==> src/rtl/snoop_ac_queue.sv <==
// Snoop AC request queue: buffers AC requests, issues one at a time, gated by flush/AMO-line/outstanding.
// Latency >=1 cycle (no fall-through); ac_ready_o drops only at full, ac_valid_o holds until accepted.
module snoop_ac_queue #(
  parameter int DEPTH       = 2,
  parameter int ADDR_WIDTH  = 64,
  parameter int SNOOP_WIDTH = 4,
  parameter int PROT_WIDTH  = 3,
  parameter int LINE_OFFSET = 4
) (
  input  logic                         clk_i,
  input  logic                         rst_ni,
  input  logic                         ac_valid_i,
  output logic                         ac_ready_o,
  input  logic [ADDR_WIDTH-1:0]        ac_addr_i,
  input  logic [SNOOP_WIDTH-1:0]       ac_snoop_i,
  input  logic [PROT_WIDTH-1:0]        ac_prot_i,
  output logic                         ac_valid_o,
  input  logic                         ac_ready_i,
  output logic [ADDR_WIDTH-1:0]        ac_addr_o,
  output logic [SNOOP_WIDTH-1:0]       ac_snoop_o,
  output logic [PROT_WIDTH-1:0]        ac_prot_o,
  input  logic                         cr_valid_i,
  input  logic                         cr_ready_i,
  input  logic                         flushing_i,
  input  logic                         amo_valid_i,
  input  logic [ADDR_WIDTH-1:0]        amo_addr_i,
  output logic                         busy_o,
  output logic [$clog2(DEPTH+1)-1:0]   level_o
);

  localparam int PW = $clog2(DEPTH);
  localparam int CW = $clog2(DEPTH+1);
  localparam logic [CW-1:0] FULL = CW'(DEPTH);

  typedef struct packed {
    logic [ADDR_WIDTH-1:0]  addr;
    logic [SNOOP_WIDTH-1:0] snoop;
    logic [PROT_WIDTH-1:0]  prot;
  } ac_req_t;

  ac_req_t         mem [DEPTH];
  ac_req_t         head;
  logic [PW-1:0]   rd_ptr;
  logic [PW-1:0]   wr_ptr;
  logic [CW-1:0]   count;
  logic            presenting;
  logic            outstanding;
  logic            not_empty;
  logic            hold;
  logic            push;
  logic            pop;
  logic            cr_hs;

  assign not_empty = (count != '0);
  assign head      = not_empty ? mem[rd_ptr] : '0;

  // Same cache line as an in-flight AMO, compared above the line offset.
  assign hold = flushing_i |
                (amo_valid_i &
                 (amo_addr_i[ADDR_WIDTH-1:LINE_OFFSET] == head.addr[ADDR_WIDTH-1:LINE_OFFSET]));

  assign ac_ready_o = (count != FULL);
  assign ac_valid_o = presenting | (not_empty & ~hold & ~outstanding);
  assign push       = ac_valid_i & ac_ready_o;
  assign pop        = ac_valid_o & ac_ready_i;
  assign cr_hs      = cr_valid_i & cr_ready_i;

  assign ac_addr_o  = head.addr;
  assign ac_snoop_o = head.snoop;
  assign ac_prot_o  = head.prot;
  assign busy_o     = not_empty | outstanding | presenting;
  assign level_o    = count;

  always_ff @(posedge clk_i) begin
    if (push) begin
      mem[wr_ptr] <= {ac_addr_i, ac_snoop_i, ac_prot_i};
    end
  end

  always_ff @(posedge clk_i) begin
    if (!rst_ni) begin
      rd_ptr      <= '0;
      wr_ptr      <= '0;
      count       <= '0;
      presenting  <= 1'b0;
      outstanding <= 1'b0;
    end else begin
      if (push) wr_ptr <= wr_ptr + PW'(1);
      if (pop)  rd_ptr <= rd_ptr + PW'(1);
      count <= count + CW'(push) - CW'(pop);
      // Once offered, the request stays offered until the controller takes it.
      if (pop) begin
        presenting <= 1'b0;
      end else if (ac_valid_o) begin
        presenting <= 1'b1;
      end
      if (pop) begin
        outstanding <= 1'b1;
      end else if (cr_hs) begin
        outstanding <= 1'b0;
      end
    end
  end

endmodule
==> config.mk <==
export PLATFORM = sky130hd
export DESIGN_NAME = snoop_ac_queue
export DESIGN_NICKNAME = d
export VERILOG_FILES = /design/src/rtl/snoop_ac_queue.sv
export SDC_FILE = /design/constraint.sdc
export NUM_CORES = 1
export LEC_CHECK = 0
export ABC_AREA = 1
export CORE_ASPECT_RATIO = 0.75
export CORE_MARGIN = 4
export CORE_UTILIZATION = 35
export DETAILED_ROUTE_END_ITERATION = 8
export PLACE_DENSITY = 0.67
export SYNTH_ARGS = -nofsm -noshare
export SYNTH_HDL_FRONTEND = slang
export SYNTH_SLANG_ARGS = --single-unit
export TNS_END_PERCENT = 5
==> constraint.sdc <==
create_clock -name clk_i -period 11.2 [get_ports clk_i]
set_clock_uncertainty 0.2 [all_clocks]
set_input_delay 1.68 -clock clk_i [delete_from_list [all_inputs] [get_ports clk_i]]
set_output_delay 1.68 -clock clk_i [all_outputs]
set_load 0.01 [all_outputs]
==> results_dict.tcl, run 1 <==
set metrics [dict create \
    outcome "completed" \
    max_freq_ghz 0.1716 \
    initial_core_util 0.3561 \
    dp_slack_ns 5.541 \
    synth-async-reset-ratio 0 \
    synthFlopType "edfxtp_1" \
    worst_hold_startpoint "outstanding" \
    fin_crit_ns 5.829 \
    multi_input_area_sq_um 2193 \
    min_path_cells 2 \
    setup_violations 0 \
    final_max_slew_viol_count 0 \
    port_buffers 214 \
    crit_path_end_kind "output pin" \
    peakVddDrop_uv 111.5 \
    h-tree-depth 4 \
    antenna_found_initial 1 \
    ys_top_cells_by_area "edfxtp_1 57%, nand2_1 16%, inv_1 9.5%" \
    viasPerCell 4.478 \
    seq_area_frac_synth 0.5855 \
    critical_path_class "reg -> out" \
    worst_pin_slew_ns 0.9955 \
    tritoncts "yes" \
    ctsRootBufferMaster "clkbuf_16" \
    diodes 0 \
    setup_slack_ns 5.371 \
    synth_warnings 0 \
    synth_top_cell_area_share 0.5669 \
    max_slew_margin 0.3363 \
    cts_buffer_depth 2 \
    required_ns 9.32 \
    avgSynthCellArea_sq_um 8.558 \
    crit_fanout 80 \
    synth-edff-count 142 \
    register_area_sq_um 4408 \
    rr_worst_depth 21 \
    maxCapViolations 0 \
    grt_pass1_wl_mm 31.97 \
    ys_types 26 \
    p_leak_nw 4.916 \
    finalHoldViolations 0 \
    syn_to_final_growth_pct 39.57 \
    post_cts_buffers 0 \
    cts_buffers 17 \
    ys_ff_latch 149 \
    tns_ns 0 \
    synthCells 879 \
    hold_ws_ns 0.2915 \
    grt_pass1_vias 5971 \
    r2r_slack_ns 6.91 \
    dieArea_sq_um 23930 \
    post-dp-hpwl_mm 15.09 \
    die_x_um 177.3 \
    cts.sinks 149 \
    row_count 46 \
    dr.pass1.iters 5 \
    rsz0062_at_grt "false" \
    num_io_pins 219 \
    nets 1232 \
    vias 6216 \
    drc_errors 0 \
    start_kind "register" \
    report.power.total_mw 2.273 \
    timing.rr.end "level_o[1]" \
    yosysTopAreaCell "edfxtp_1" \
    detail_route.wl_per_cell_um 15.37 \
    layout-drive-gt1-share 0.04000 \
    powerDensity_nw_per_um2 216.5 \
    fillers 1994 \
    cts_resized 0 \
    arrival_ns 3.95 \
    timing.final.crit_share 0.5204 \
    clk_latency_ns 0.42 \
    gr-total-overflow 0 \
    antenna_left 0 \
    syn_nets 1024 \
    synth_area_sq_um 7522 \
    grt_max_degree 81 \
    grt_usage 0.1764 \
    drt_iter0_markers 462 \
    cts_hold_buf 0 \
    clk_pin_slew_ns 0.06 \
    drt-total-wl_mm 21.33 \
    globalplace.congestion 0.8227 \
    coreArea_sq_um 21120 \
    whs_endpoint "outstanding" \
    hold_path.class "reg -> reg" \
    die_height_um 135.0 \
]
power by group:
group          switching [mW]  total, mW  internal, mW
sequential             0.0417      0.744         0.702
clock                   0.250      0.611         0.361
combinational           0.532      0.919         0.387
Yosys cell counts (2+ instances only):
| library cell | n |
|---|---|
| nor2_1 | 49 |
| inv_1 | 191 |
| nand2_1 | 328 |
| buf_6 | 6 |
| edfxtp_1 | 142 |
| inv_2 | 2 |
| a21oi_1 | 15 |
| dfxtp_1 | 7 |
| ha_1 | 2 |
| nand3_1 | 50 |
| buf_2 | 8 |
| o21ai_0 | 4 |
| buf_4 | 12 |
| nand3b_1 | 13 |
| clkbuf_1 | 2 |
| nand4_1 | 37 |
| nor3_1 | 2 |
per-layer routing:
metal	routed length, um	vias up	track usage
li1	-	3172	-
met1	9778	2817	0.2372
met2	9435	205	0.2785
met3	1862	20	0.05849
met4	240	2	0.04251
met5	12	-	0
sequential cells by signal, indices dropped and copies added (netlist names), named ones only:
name,flops
mem,142
level_o,2
outstanding,1
presenting,1
rd_ptr,1
wr_ptr,1
layout by cell type, fill, tap and decap left out, types with 2 or more instances in the layout:
cell type and instances:
nand2_1 328, clkdlybuf4s50_1 214, inv_1 191, edfxtp_1 142, nand3_1 50, nor2_1 47
nand4_1 37, clkbuf_16 17, a21oi_1 15, nand3b_1 13, dfxtp_1 6, inv_6 5
o21ai_0 4, buf_4 4, inv_8 3, bufinv_16 3, inv_2 2, nor3_1 2
nor2_4 2, ha_1 2, clkinv_4 2
critical path, cell delays in order (launching register included):
cell	delay [ns]
dfxtp_4	0.98
inv_4	0.56
nand2_1	0.23
nand3_1	0.14
nand2_1	0.11
nand2_1	0.11
nor2_1	0.18
nand2_1	0.09
nor2_1	0.13
nand2_1	0.07
nor2_1	0.10
nand2_1	0.13
nand2_1	0.10
nand2_2	0.08
clkdlybuf4s50_1	0.48
through the flow:
| stage | instances | utilization | instance area [sq um] |
|---|---|---|---|
| final | 1388 | 0.4970 | 10500 |
| after detailed placement | 1356 | 0.4670 | 9864 |
| after global placement | 1356 | 0.4670 | 9864 |
| after CTS | 1388 | 0.4970 | 10500 |
| after global routing | 1388 | 0.4970 | 10500 |
| after floorplan | 879 | - | 7522 |
logic make-up after synthesis:
kind of cell,count (synthesis),synth area share
AO/OA/AOI/OAI,20,0.01364
XOR/XNOR,1,0.001165
adder cells (fa/ha/maj),2,0.003326
buffers and inverters,223,0.1249
flip-flops,149,0.5855
AND/OR/NAND/NOR,484,0.2715
worst max path at each step:
stage                 end            from  slack, ns
6_report       ac_valid_o        register       5.37
5_1_grt        ac_valid_o        register       4.98
4_1_cts        ac_valid_o        register       5.27
3_5_place_dp   ac_valid_o  amo_addr_i[36]       5.54
3_3_place_gp   ac_valid_o  amo_addr_i[36]       5.56
2_1_floorplan   mem[1][0]      ac_valid_i       5.74
area by class of cell:
class | instances | share of cell area
multi-input combinational | 507 | 0.2089
clock buffer | 17 | 0.04052
tap | 288 | 0.03432
inverter | 194 | 0.06960
timing repair buffer | 218 | 0.2069
clock inverter | 15 | 0.01990
sequential | 149 | 0.4199
No activity file was read; power rests on OpenSTA's default activity.
==> run 2: changes to the inputs <==
==> constraint.sdc (replaced) <==
create_clock -name clk_i -period 5.8 [get_ports clk_i]
set_clock_uncertainty 0.2 [all_clocks]
set_input_delay 0.87 -clock clk_i [delete_from_list [all_inputs] [get_ports clk_i]]
set_output_delay 0.87 -clock clk_i [all_outputs]
set_load 0.01 [all_outputs]
==> results_dict.tcl, run 2 (synthesis results as in run 1) <==
set metrics [dict create \
    outcome "completed" \
    ctsRootBufferMaster "clkbuf_16" \
    antenna_left 0 \
    cpMostUsedCell "nand2_1" \
    largest_reg_flops 142 \
    peakVddDrop_uv 273.3 \
    crit_fanout 98 \
    hold_path.class "reg -> reg" \
    register_area_sq_um 4408 \
    vias 6208 \
    maxCapViolations 0 \
    crit_path_cell_trace "inv_2 -> nand2_4 -> buf_4 -> nand3_1 -> nand2_1 -> nand2_1 -> nor2_1 -> nand2_1 -> nor2_1 -> nand2_1 -> nor2_1 -> nand2_1 -> nand2_1 -> nand2_2 -> clkdlybuf4s50_1" \
    antenna_found_initial 3 \
    detail_route.wl_per_cell_um 15.29 \
    row_count 46 \
    num_io_pins 219 \
    finalHoldViolations 0 \
    post_cts_buffers 0 \
    die_x_um 177.3 \
    layout-drive-gt1-share 0.03996 \
    dr.pass1.iters 4 \
    regMostFlops "mem" \
    crit_path_top_delay_cell "nand2_4" \
    initial_core_util 0.3561 \
    max_freq_ghz 0.2138 \
    hold_ws_ns 0.2860 \
    worst_hold_startpoint "outstanding" \
    fin_crit_ns 4.677 \
    globalplace.congestion 0.8175 \
    worst_pin_slew_ns 1.034 \
    final_cell_mix "328 x nand2_1, 214 x clkdlybuf4s50_1, 191 x inv_1" \
    dp_slack_ns 1.525 \
    viasPerCell 4.466 \
    fillers 1954 \
    clk_pin_slew_ns 0.06 \
    port_buffers 214 \
    dp.cells 1357 \
    drt_iter0_markers 455 \
    crit_path_end_kind "output pin" \
    rsz0062_at_grt "false" \
    final_core_util 0.4957 \
    final_max_slew_viol_count 0 \
    syn_to_final_growth_pct 39.21 \
    final_common_cell "nand2_1" \
    required_ns 4.73 \
    setup_slack_ns 1.123 \
    coreArea_sq_um 21120 \
    die_height_um 135.0 \
    cts_buffer_depth 2 \
    grt_pass1_wl_mm 32.02 \
    drc_errors 0 \
    cts_buffers 17 \
    p_leak_nw 4.903 \
    tns_ns 0 \
    cp-startpoint "level_o[1]" \
    cpPeakStageDelay_ns 0.73 \
    timing.final.crit_share 0.8063 \
    cts.sinks 149 \
    multi_input_area_sq_um 2193 \
    grt_pass1_vias 5906 \
    grt_usage 0.1769 \
    clk_latency_ns 0.42 \
    arrival_ns 3.61 \
    tritoncts "yes" \
    cts_resized 0 \
    post-dp-hpwl_mm 15.15 \
    powerDensity_nw_per_um2 410.3 \
    crit-reg2reg-launch "level_o[1]" \
    cts_hold_buf 0 \
    setup_violations 0 \
    start_kind "register" \
    max_slew_margin 0.3105 \
    critical_path_class "reg -> out" \
    grt_max_degree 99 \
    h-tree-depth 4 \
    drt-total-wl_mm 21.25 \
    gr-total-overflow 0 \
    nets 1233 \
    dieArea_sq_um 23930 \
    stdcell_count 1390 \
]
run 2: area by class of cell:
cell class | count | share of cell area
clock buffer | 17 | 0.04063
multi-input combinational | 507 | 0.2095
antenna | 1 | 0.0002390
inverter | 194 | 0.06978
tap | 288 | 0.03441
timing repair buffer | 219 | 0.2105
clock inverter | 15 | 0.01398
sequential | 149 | 0.4210
run 2: power by group:
part	internal (mW)	switching, mW
logic	0.759	1.05
registers	1.35	0.0620
clock network	0.604	0.470
run 2: routing by layer:
metal  up-vias  global-route usage  routed length, um
met1      2813              0.2349               9769
met5         -                   0                 29
li1       3177                   -                  -
met4         6             0.04337                297
met2       183              0.2770               9224
met3        29             0.06549               1931
run 2: path summary, 6_finish.rpt:
kind | depth (start not counted) | slack [ns] | endpoint
max reg2reg | 22 | 1.84 | level_o[1]
max | 15 | 1.12 | ac_valid_o
min | 2 | 0.29 | outstanding
min reg2reg | 2 | 0.29 | outstanding
run 2: critical path: cells and delay by family, from the launching register on:
| kind | cells | cell delay (ns) |
|---|---|---|
| buf+inv | 3 | 0.93 |
| flops | 1 | 0.43 |
| simple gates | 12 | 1.79 |
run 2: through the flow:
step | total power [mW] | cell area, sq um
global placement | 3.247 | 9897
global route | 4.583 | 10470
finish | 4.296 | 10470
detailed placement | 3.268 | 9897
CTS | 4.353 | 10470
floorplan | 2.461 | 7522
==> run 3: changes to the inputs <==
==> constraint.sdc (replaced) <==
create_clock -name clk_i -period 4.4 [get_ports clk_i]
set_clock_uncertainty 0.2 [all_clocks]
set_input_delay 0.66 -clock clk_i [delete_from_list [all_inputs] [get_ports clk_i]]
set_output_delay 0.66 -clock clk_i [all_outputs]
set_load 0.01 [all_outputs]
==> results_dict.tcl, run 3 (synthesis results as in run 1) <==
set metrics [dict create \
    outcome "completed" \
    viasPerCell 4.462 \
    start_kind "register" \
    antenna_found_initial 1 \
    crit_family "simple AND/OR/NAND/NOR gates" \
    antenna_left 0 \
    regMostFlops "mem" \
    rr_worst_depth 22 \
    p_leak_nw 4.936 \
    cpPeakStageDelay_ns 0.48 \
    final_cell_mix "328 x nand2_1, 214 x clkdlybuf4s50_1, 191 x inv_1" \
    peakVddDrop_uv 261.3 \
    num_io_pins 219 \
    coreArea_sq_um 21120 \
    cp.depth 15 \
    die_height_um 135.0 \
    setup_violations 0 \
    h-tree-depth 4 \
    worst_pin_slew_ns 0.6770 \
    tns_ns 0 \
    crit_path_cell_trace "inv_2 -> nand2_4 -> buf_4 -> nand3_1 -> nand2_1 -> nand2_1 -> nor2_1 -> nand2_1 -> nor2_1 -> nand2_1 -> nor2_1 -> nand2_1 -> nand2_1 -> nand2_2 -> clkdlybuf4s50_1" \
    dp.cells 1364 \
    ctsRootBufferMaster "clkbuf_16" \
    port_buffers 214 \
    vias 6234 \
    initial_core_util 0.3561 \
    dieArea_sq_um 23930 \
    critical_path_class "reg -> out" \
    final_common_cell "nand2_1" \
    grt_max_degree 46 \
    powerDensity_nw_per_um2 547.3 \
    clk_pin_slew_ns 0.06 \
    syn_to_final_growth_pct 40.40 \
    stdcell_count 1397 \
    cts_buffers 17 \
    largest_reg_flops 142 \
    cpMostUsedCell "nand2_1" \
    drt_iter0_markers 346 \
    clk_latency_ns 0.42 \
    cp-startpoint "level_o[1]" \
    timing.final.crit_share 0.9040 \
    finalHoldViolations 0 \
    layout-drive-gt1-share 0.04693 \
    die_x_um 177.3 \
    post_cts_buffers 0 \
    cts_buffer_depth 2 \
    arrival_ns 3.12 \
    maxCapViolations 0 \
    cts_resized 0 \
    row_count 46 \
    drc_errors 0 \
    rsz0062_at_grt "false" \
    required_ns 3.54 \
    gr-total-overflow 0 \
    crit_path_top_delay_cell "clkdlybuf4s50_1" \
    tritoncts "yes" \
    cts.sinks 149 \
    crit_path_end_kind "output pin" \
    detail_route.wl_per_cell_um 15.31 \
    max_freq_ghz 0.2514 \
    grt_pass1_vias 6042 \
    grt_usage 0.1810 \
    max_slew_margin 0.5487 \
    cp.buffers_inverters 3 \
    crit-reg2reg-launch "level_o[1]" \
    grt_pass1_wl_mm 32.48 \
    fillers 1981 \
    cts_hold_buf 0 \
    dr.pass1.iters 5 \
    fin_crit_ns 3.977 \
    hold_path.class "reg -> reg" \
    crit_fanout 45 \
    r2r_slack_ns 0.92 \
    worst_hold_startpoint "outstanding" \
    final_max_slew_viol_count 0 \
    globalplace.congestion 0.7733 \
    post-dp-hpwl_mm 15.96 \
    nets 1240 \
    drt-total-wl_mm 21.38 \
    min_path_cells 2 \
]
[run 3: changes by cell type in the layout (fill, tap and decap cells not counted), sizes merged]
cell	previous run	this run
bufinv	1	2
clkinvlp	1	5
inv	202	199
clkinv	5	3
buf	5	12
[run 3: final timing paths]
| path | end |
|---|---|
| min reg2reg | outstanding |
| min | outstanding |
| max reg2reg | level_o[1] |
| max | ac_valid_o |
[run 3: final cells by class]
| class | count | area [sq um] | share of cell area |
|---|---|---|---|
| timing repair buffer | 226 | 2270 | 0.2149 |
| clock inverter | 15 | 171.4 | 0.01623 |
| tap | 288 | 360.3 | 0.03412 |
| clock buffer | 17 | 425.4 | 0.04028 |
| sequential | 149 | 4408 | 0.4174 |
| antenna | 1 | 2.502 | 0.0002369 |
| inverter | 194 | 730.7 | 0.06919 |
| multi-input combinational | 507 | 2193 | 0.2077 |
[run 3: tightest hold or removal path: stages (launching register included)]
cell	delay, ns
dfxtp_1	0.32
nand2_1	0.06
a21oi_1	0.06
[run 3: metrics by stage]
stage                     utilization  cell area (sq um)  hold WS, ns  setup slack (ns)  total power, mW
after floorplan                     -               7525       0.2558          -0.02646            3.241
after global placement         0.4716               9962       0.2761            0.7887            4.341
after detailed placement       0.4716               9962       0.2829            0.7865            4.373
after global routing           0.4999              10560       0.3210          0.003479            6.179
final                          0.5000              10560       0.2903            0.4226            5.781
after CTS                      0.4999              10560       0.2920            0.3139            5.853
[run 3: layer usage]
metal | wire (um) | track usage | part of all wire
met5 | 11 | 0 | 0.00051
met4 | 63 | 0.02705 | 0.0029
met3 | 1930 | 0.07417 | 0.090
met2 | 9870 | 0.2983 | 0.46
met1 | 9505 | 0.2305 | 0.44
[run 3: where the power goes]
part	switching (mW)	internal, mW
clock network	0.614	0.849
registers	0.0647	1.79
logic	1.42	1.05
